==> config.mk <==
export PLATFORM = sky130hd
export DESIGN_NAME = life_grid_engine
export DESIGN_NICKNAME = d
export VERILOG_FILES = /design/src/rtl/life_pkg.sv /design/src/rtl/life_cell.sv /design/src/rtl/life_grid_engine.sv
export SDC_FILE = /design/constraint.sdc
export NUM_CORES = 1
export LEC_CHECK = 0
export ABC_AREA = 1
export BUFFER_PORTS_ARGS = -buffer_cell sky130_fd_sc_hd__buf_2
export CAP_MARGIN = 20
export CELL_PAD_IN_SITES_DETAIL_PLACEMENT = 0
export CELL_PAD_IN_SITES_GLOBAL_PLACEMENT = 1
export CORE_ASPECT_RATIO = 0.6
export CORE_MARGIN = 10
export CORE_UTILIZATION = 47
export DETAILED_ROUTE_END_ITERATION = 8
export PLACE_DENSITY_LB_ADDON = 0.1
export SETUP_SLACK_MARGIN = 0.02
export SLEW_MARGIN = 20
export SYNTH_ARGS = -nofsm -noshare
export SYNTH_HDL_FRONTEND = slang
export SYNTH_SLANG_ARGS = --single-unit
export TNS_END_PERCENT = 20
==> constraint.sdc <==
create_clock -name clk -period 4 [get_ports clk]
set_clock_uncertainty 0.2 [all_clocks]
set_input_delay 0.6 -clock clk [delete_from_list [all_inputs] [get_ports clk]]
set_output_delay 0.6 -clock clk [all_outputs]
set_load 0.05 [all_outputs]
==> src/rtl/life_pkg.sv <==
// +----------------------------------------------------------------------+
// | life_pkg : FSM state type and B3/S23 rule constants for life engine   |
// | Rev 1.0                                                               |
// +----------------------------------------------------------------------+
`default_nettype none

package life_pkg;

   typedef enum logic [1:0] {
      IDLE = 2'd0,
      RUN  = 2'd1,
      HALT = 2'd2
   } state_t;

   localparam logic [3:0] BIRTH_CNT   = 4'd3;
   localparam logic [3:0] SURVIVE_MIN = 4'd2;
   localparam logic [3:0] SURVIVE_MAX = 4'd3;

endpackage

`default_nettype wire

==> src/rtl/life_cell.sv <==
// +----------------------------------------------------------------------+
// | life_cell : purely combinational next-state rule for one cell         |
// | Rev 1.0                                                               |
// +----------------------------------------------------------------------+
`default_nettype none

module life_cell
   import life_pkg::*;
(
   input  logic       alive,
   input  logic [7:0] nbrs,
   output logic       next_alive
);

   logic [3:0] cnt;

   always_comb begin
      cnt = '0;
      for (int i = 0; i < 8; i++) begin
         cnt = cnt + {3'b000, nbrs[i]};
      end
   end

   assign next_alive = alive ? ((cnt >= SURVIVE_MIN) && (cnt <= SURVIVE_MAX))
                             : (cnt == BIRTH_CNT);

endmodule

`default_nettype wire

==> src/rtl/life_grid_engine.sv <==
// +----------------------------------------------------------------------+
// | life_grid_engine : Conway B3/S23 grid with IDLE/RUN/HALT control.     |
// | Optional macro LIFE_STABLE_DETECT_EN adds stable flag and auto-halt.  |
// | Rev 1.0                                                               |
// +----------------------------------------------------------------------+
`default_nettype none

module life_grid_engine
   import life_pkg::*;
#(
   parameter int ROWS  = 8,
   parameter int COLS  = 8,
   parameter int WRAP  = 0,
   parameter int GEN_W = 16
) (
   input  logic                   clk,
   input  logic                   reset,
   input  logic                   load,
   input  logic [ROWS*COLS-1:0]   init_grid,
   input  logic                   run,
   input  logic                   step,
   input  logic                   tick,
   output logic [ROWS*COLS-1:0]   grid_out,
   output logic [GEN_W-1:0]       gen_count,
   output logic                   busy,
   output logic                   stable,
   output logic                   extinct
);

   localparam int               N       = ROWS * COLS;
   localparam logic [GEN_W-1:0] GEN_MAX = '1;

   state_t         state;
   logic [N-1:0]   next_grid;
   logic           advance;
   logic           halt_now;

   genvar r, c, k;
   generate
      for (r = 0; r < ROWS; r++) begin : g_row
         for (c = 0; c < COLS; c++) begin : g_col
            logic [7:0] nbrs;
            for (k = 0; k < 9; k++) begin : g_nb
               if (k != 4) begin : g_use
                  localparam int RR  = r + (k / 3) - 1;
                  localparam int CC  = c + (k % 3) - 1;
                  localparam int WR  = (RR + ROWS) % ROWS;
                  localparam int WC  = (CC + COLS) % COLS;
                  localparam int NI  = (k < 4) ? k : k - 1;
                  localparam bit INR = (RR >= 0) && (RR < ROWS) &&
                                       (CC >= 0) && (CC < COLS);
                  if ((WRAP != 0) || INR) begin : g_live
                     assign nbrs[NI] = grid_out[WR*COLS + WC];
                  end else begin : g_edge
                     assign nbrs[NI] = 1'b0;
                  end
               end
            end
            life_cell u_cell (
               .alive      (grid_out[r*COLS + c]),
               .nbrs       (nbrs),
               .next_alive (next_grid[r*COLS + c])
            );
         end
      end
   endgenerate

   // A step is only honoured while idle and not simultaneously starting a run.
   always_comb begin
      advance = 1'b0;
      case (state)
         IDLE:    advance = !run && step;
         RUN:     advance = run && tick;
         default: advance = 1'b0;
      endcase
   end

`ifdef LIFE_STABLE_DETECT_EN
   logic same;
   logic stable_q;

   assign same     = (next_grid == grid_out);
   assign halt_now = same || (next_grid == '0);

   always_ff @(posedge clk or negedge reset) begin
      if (!reset) begin
         stable_q <= 1'b0;
      end else if (load) begin
         stable_q <= 1'b0;
      end else if (advance) begin
         stable_q <= same;
      end
   end

   assign stable = stable_q;
`else
   assign halt_now = 1'b0;
   assign stable   = 1'b0;
`endif

   always_ff @(posedge clk or negedge reset) begin
      if (!reset) begin
         state     <= IDLE;
         grid_out  <= '0;
         gen_count <= '0;
      end else if (load) begin
         state     <= IDLE;
         grid_out  <= init_grid;
         gen_count <= '0;
      end else begin
         if (advance) begin
            grid_out <= next_grid;
            if (gen_count != GEN_MAX) begin
               gen_count <= gen_count + GEN_W'(1);
            end
         end
         case (state)
            IDLE: begin
               if (run) begin
                  state <= RUN;
               end
            end
            RUN: begin
               if (!run) begin
                  state <= IDLE;
               end else if (advance && halt_now) begin
                  state <= HALT;
               end
            end
            HALT: begin
               state <= HALT;
            end
            default: begin
               state <= IDLE;
            end
         endcase
      end
   end

   assign busy    = (state == RUN);
   assign extinct = (grid_out == '0);

endmodule

`default_nettype wire
==> results of run 1 <==
## area by class of cell
type / count / area (µm²)
antenna: 1 / 2.50
clock buffer: 9 / 225
clock inverter: 7 / 93.8
fill: 2887 / 13900
inverter: 416 / 1570
multi-input combinational: 1034 / 9500
sequential: 82 / 2050
tap: 375 / 469
timing repair buffer: 189 / 1060
## layer usage
| layer | part of all wire, % | GRT usage [%] | vias to the layer above |
|---|---|---|---|
| met2 | 45 | 32.4 | 176 |
| met3 | 4.9 | 4.14 | 21 |
| met5 | 0 | 0 | - |
| met4 | 0.91 | 3.46 | 0 |
| li1 | - | - | 5136 |
| met1 | 49 | 28.9 | 5039 |
## state kept, by name, indices dropped and copies added (netlist names)
| register | cells |
|---|---|
| gen_count | 16 |
| grid_out | 64 |
| state | 2 |
## critical path: cells and delay by family, from the launching register on
family / cells / cell delay [ps]
buf+inv: 2 / 290
compound gates: 2 / 370
simple gates: 1 / 80
fa+ha+maj: 5 / 2080
flops: 1 / 450
## path summary, 6_finish.rpt
check | slack [ps] | to | from
max in group asynchronous | 2620 | state[0] | reset
max reg2reg | 450 | grid_out[25] | grid_out[16]
min in group clk | 230 | state[1] | state[0]
max | 450 | grid_out[25] | grid_out[16]
min | 150 | gen_count[13] | reset
min reg2reg | 230 | state[1] | state[0]
## per-stage QoR
stage	setup WS (ps)	cell area (µm²)	cells	utilization, %
after floorplan	541	13800	1633	-
after global routing	214	15000	2112	51.9
after CTS	410	15000	2112	51.9
after global placement	445	14700	2096	50.8
final	447	15000	2113	51.9
after detailed placement	430	14700	2096	50.8
## logic make-up (layout without fill, tap and decap cells)
family / Yosys count / count (layout)
flip-flops: 82 / 82
other: 1 / 2
AO/OA/AOI/OAI: 217 / 217
XOR/XNOR: 23 / 23
AND/OR/NAND/NOR: 407 / 407
adder cells (fa/ha/maj): 386 / 386
buffers and inverters: 517 / 621
## placed cells by master (no fill, tap or decap), types with 38 or more instances in the layout
master   Yosys  routed
nand2_1    195     195
buf_4       68      38
ha_1       190     190
buf_2       11     149
inv_1      414     414
dfrtp_1     82      82
o21ai_0     76      76
fa_1       196     196
a21oi_1     54      54
nor2_1     127     127
==> qor.yml, run 1 <==
path_clk_slew_ps: 80
worst_pin_slew_ps: 1020
cap_violations: 0
core-area_mm2: 0.0288
viasPerCell: 4.91
status: "completed"
synth_mux_area_share_pct: 0
die_y_um: 153
yosysMostFrequentCell: "inv_1"
cts_tree: "built"
start_kind: "register"
layout-drive-gt1-share_pct: 13.5
gp_congestion: 0.861
synth_area_leaders: "fa_1, ha_1, dfrtp_1, inv_1, nand2_1"
cts_buffer_depth: 2
row_count: 48
clk-insertion-delay-late_ps: 380
htree_levels: 3
fin_nets: 2188
dp_hpwl_um: 28700
start_util_pct: 47.9
final_max_slew_viol_count: 0
ys_ff_latch: 82
cts_made_buffers: 9
ios: 153
hold_class: "in -> async"
synth_edf_count: 0
tns_ps: 0
fmax_mhz: 281
max_stage_delay_ps: 470
antenna_found_initial: 1
synth_compound_gate_area_share_pct: 9.38
yosys-top-cells-count: "inv_1, fa_1, nand2_1"
worstPathRequired_ps: 4110
synth_fa_ha_area_share_pct: 45.6
synth-xor-area-share_pct: 1.46
worst_path_most_repeated_cell: "fa_1"
port_buffers: 151
yosysWarnings: 0
finalCritPeriodShare_pct: 88.8
holdWs_ps: 147
worst_slew_margin_rel_pct: 32.2
dr.pass1.iters: 5
die_w_um: 241
postCtsSetupBuffers: 0
synth_cells: 1633
routedWlPerCell_um: 17.1
period_minus_slack_ps: 3550
worstPathCellList: "inv_1 -> ha_1 -> inv_1 -> fa_1 -> fa_1 -> fa_1 -> fa_1 -> o31ai_1 -> nand2_1 -> a21oi_1"
async_flop_share_pct: 100
ant_nets: 0
clockRootBuffer: "clkbuf_16"
synth_area_mm2: 0.0138
vias: 10372
cts_resized: 0
syn_avg_cell_area_um2: 8.46
first_iter_violations: 629
cts_hold_buffers: 0
worstPathMaxFanout: 5
grt_pass1_vias: 10908
yosys.area_share.simple_pct: 12.3
synth_cell_types: 36
overflow: 0
critPathSlowestCell: "fa_1"
cp-end-kind: "register"
drc_errors: 0
synth_top_family_by_area: "adder cells"
yosys.area.top_type: "fa_1"
cp_data_arrival_time_ps: 3660
synth_ff_type: "dfrtp_1"
critPathKind: "reg -> reg"
clock_sinks: 82
rr_worst_depth: 10
grt_max_degree: 104
seq_area_frac_synth_pct: 14.9
grt.total_usage_pct: 20.6
syn-num-nets: 2089
setup_violations: 0
rsz0062_at_grt: "no"
routed_wirelength_um: 36200
synth_top_area_share_pct: 28.4
finalHoldViolCount: 0
area_growth_pct: 8.42
die_area_mm2: 0.0369
grt_pass1_wl_um: 59600
Power of run 1 is not shown: default switching activity piles up to over one toggle a cycle in this logic, so the estimate is an artifact.
==> run 2, diff against run 1 <==
--- a/config.mk
+++ b/config.mk
@@ -10,7 +10,6 @@
 export CAP_MARGIN = 20
 export CELL_PAD_IN_SITES_DETAIL_PLACEMENT = 0
 export CELL_PAD_IN_SITES_GLOBAL_PLACEMENT = 1
-export CORE_ASPECT_RATIO = 0.6
 export CORE_MARGIN = 10
 export CORE_UTILIZATION = 47
 export DETAILED_ROUTE_END_ITERATION = 8
==> run 2 against run 1 <==
Effect of this change:
- sequential share of layout area about the same
- register-to-register slack gained 20 ps
- utilization fell by 0.076 points
- largest cell class unchanged
- first-iteration DRC count fell by 40%
- global-route usage down 1.1 points
- count of clock-buffer cells in the layout increased by 1
- die area fell by 0.61%
- non-clock buffer count is 1 lower
- hold slack worse by 64 ps
- sequential cell count unchanged
- via count is 0.82% lower
- final cell count up 0.33%
==> qor.yml, run 2 (same netlist as run 1, synthesis figures left out) <==
status: "completed"
cp_data_arrival_time_ps: 3590
final_common_cell: "inv_1"
post-place-ws_ps: 454
vias: 10287
clk-insertion-delay-late_ps: 370
layout-drive-gt1-share_pct: 13.4
clock_sinks: 82
ios: 153
cts_tree: "built"
first_iter_violations: 376
grt.total_usage_pct: 19.5
worst_pin_slew_ps: 861
busiest_layer: "met2"
finalHoldViolCount: 0
grt_max_degree: 83
largest_reg_flops: 64
viasPerCell: 4.85
routed_wirelength_um: 34200
worstPathMaxFanout: 8
start_util_pct: 47.9
fmax_mhz: 283
grt_use_met2_pct: 32.5
die_w_um: 191
hold_class: "in -> async"
path_clk_slew_ps: 80
fin_nets: 2187
layout_common_cells: "inv_1, fa_1, nand2_1"
die_area_mm2: 0.0366
met3_usage_pct: 2.62
seqCellArea_mm2: 0.00205
cap_violations: 0
row_count: 62
cts_resized: 0
gp_congestion: 0.826
grt_pass1_vias: 10888
n_antenna_cell: 0
tns_ps: 0
core-area_mm2: 0.0289
cts_hold_buffers: 0
port_buffers: 151
cts_buffer_depth: 2
period_minus_slack_ps: 3530
dp_hpwl_um: 26600
worstPathRequired_ps: 4060
worst_slew_margin_rel_pct: 42.6
worst_slack_ps: 467
start_kind: "register"
grtUsageMet1_pct: 26.3
n_fill_cell: 2861
ant_nets: 0
setup_violations: 0
critPathKind: "reg -> reg"
multi_input_area_mm2: 0.00950
cts_made_buffers: 9
postCtsSetupBuffers: 0
clockRootBuffer: "clkbuf_16"
rsz0062_at_grt: "no"
htree_levels: 3
die_y_um: 191
utilization_pct: 51.9
grt_pass1_wl_um: 56800
dr.pass1.iters: 4
reg_top3: "grid_out: 64 flops, gen_count: 16 flops, state: 2 flops"
final_max_slew_viol_count: 0
area_growth_pct: 8.37
cp-end-kind: "register"
finalCritPeriodShare_pct: 88.3
regMostFlops: "grid_out"
drc_errors: 0
overflow: 0
routedWlPerCell_um: 16.1
antenna_found_initial: 0
==> run 2: cell types whose count changed in the layout (fill, tap and decap cells not counted) <==
cell / before / now
clkinv_2: 3 / 1
clkbuf_8: 0 / 1
buf_4: 38 / 37
clkinv_4: 1 / 2
diode_2: 1 / 0
clkinvlp_4: 2 / 1
bufinv_16: 2 / 1
inv_6: 0 / 2
==> run 2: layout make-up <==
type	instances	area share, %
clock buffers	10	1.60
clock inverters	6	0.485
inverters	416	10.5
multi-input cells	1034	63.5
flip-flops and latches	82	13.7
well taps	384	3.21
repair buffers	188	7.05
==> run 2: path summary, 6_finish.rpt <==
check,start,cells past startpoint,slack [ps],end
setup / recovery,grid_out[1],10,470,grid_out[9]
hold / removal,reset,2,80,grid_out[56]
setup reg to reg,grid_out[1],10,470,grid_out[9]
hold reg to reg,state[0],1,230,state[1]
max in group asynchronous,reset,2,3090,grid_out[21]
min in group clk,state[0],1,230,state[1]
==> run 2: metrics by stage <==
step | std cells | hold WS, ps | cell area [µm²]
after floorplan | 1633 | 104 | 13800
after global placement | 2104 | 215 | 14700
after detailed placement | 2104 | 228 | 14700
after CTS | 2120 | 111 | 15000
after global routing | 2120 | 119 | 15000
final | 2120 | 82.8 | 15000
==> run 2: critical path: stages (launching register included) <==
cell     delay, ps
dfrtp_1        540
inv_1          100
ha_1           290
inv_1           60
fa_1           500
fa_1           430
fa_1           420
fa_1           490
nor2_1          40
and3_1         210
o21a_1         160
==> run 2: metal layers <==
| metal | routed length, µm | up-vias |
|---|---|---|
| li1 | - | 5129 |
| met1 | 16100 | 5008 |
| met2 | 16300 | 130 |
| met3 | 1320 | 20 |
| met4 | 459 | 0 |
| met5 | 0 | - |
Power of run 2 is left out for the same reason.
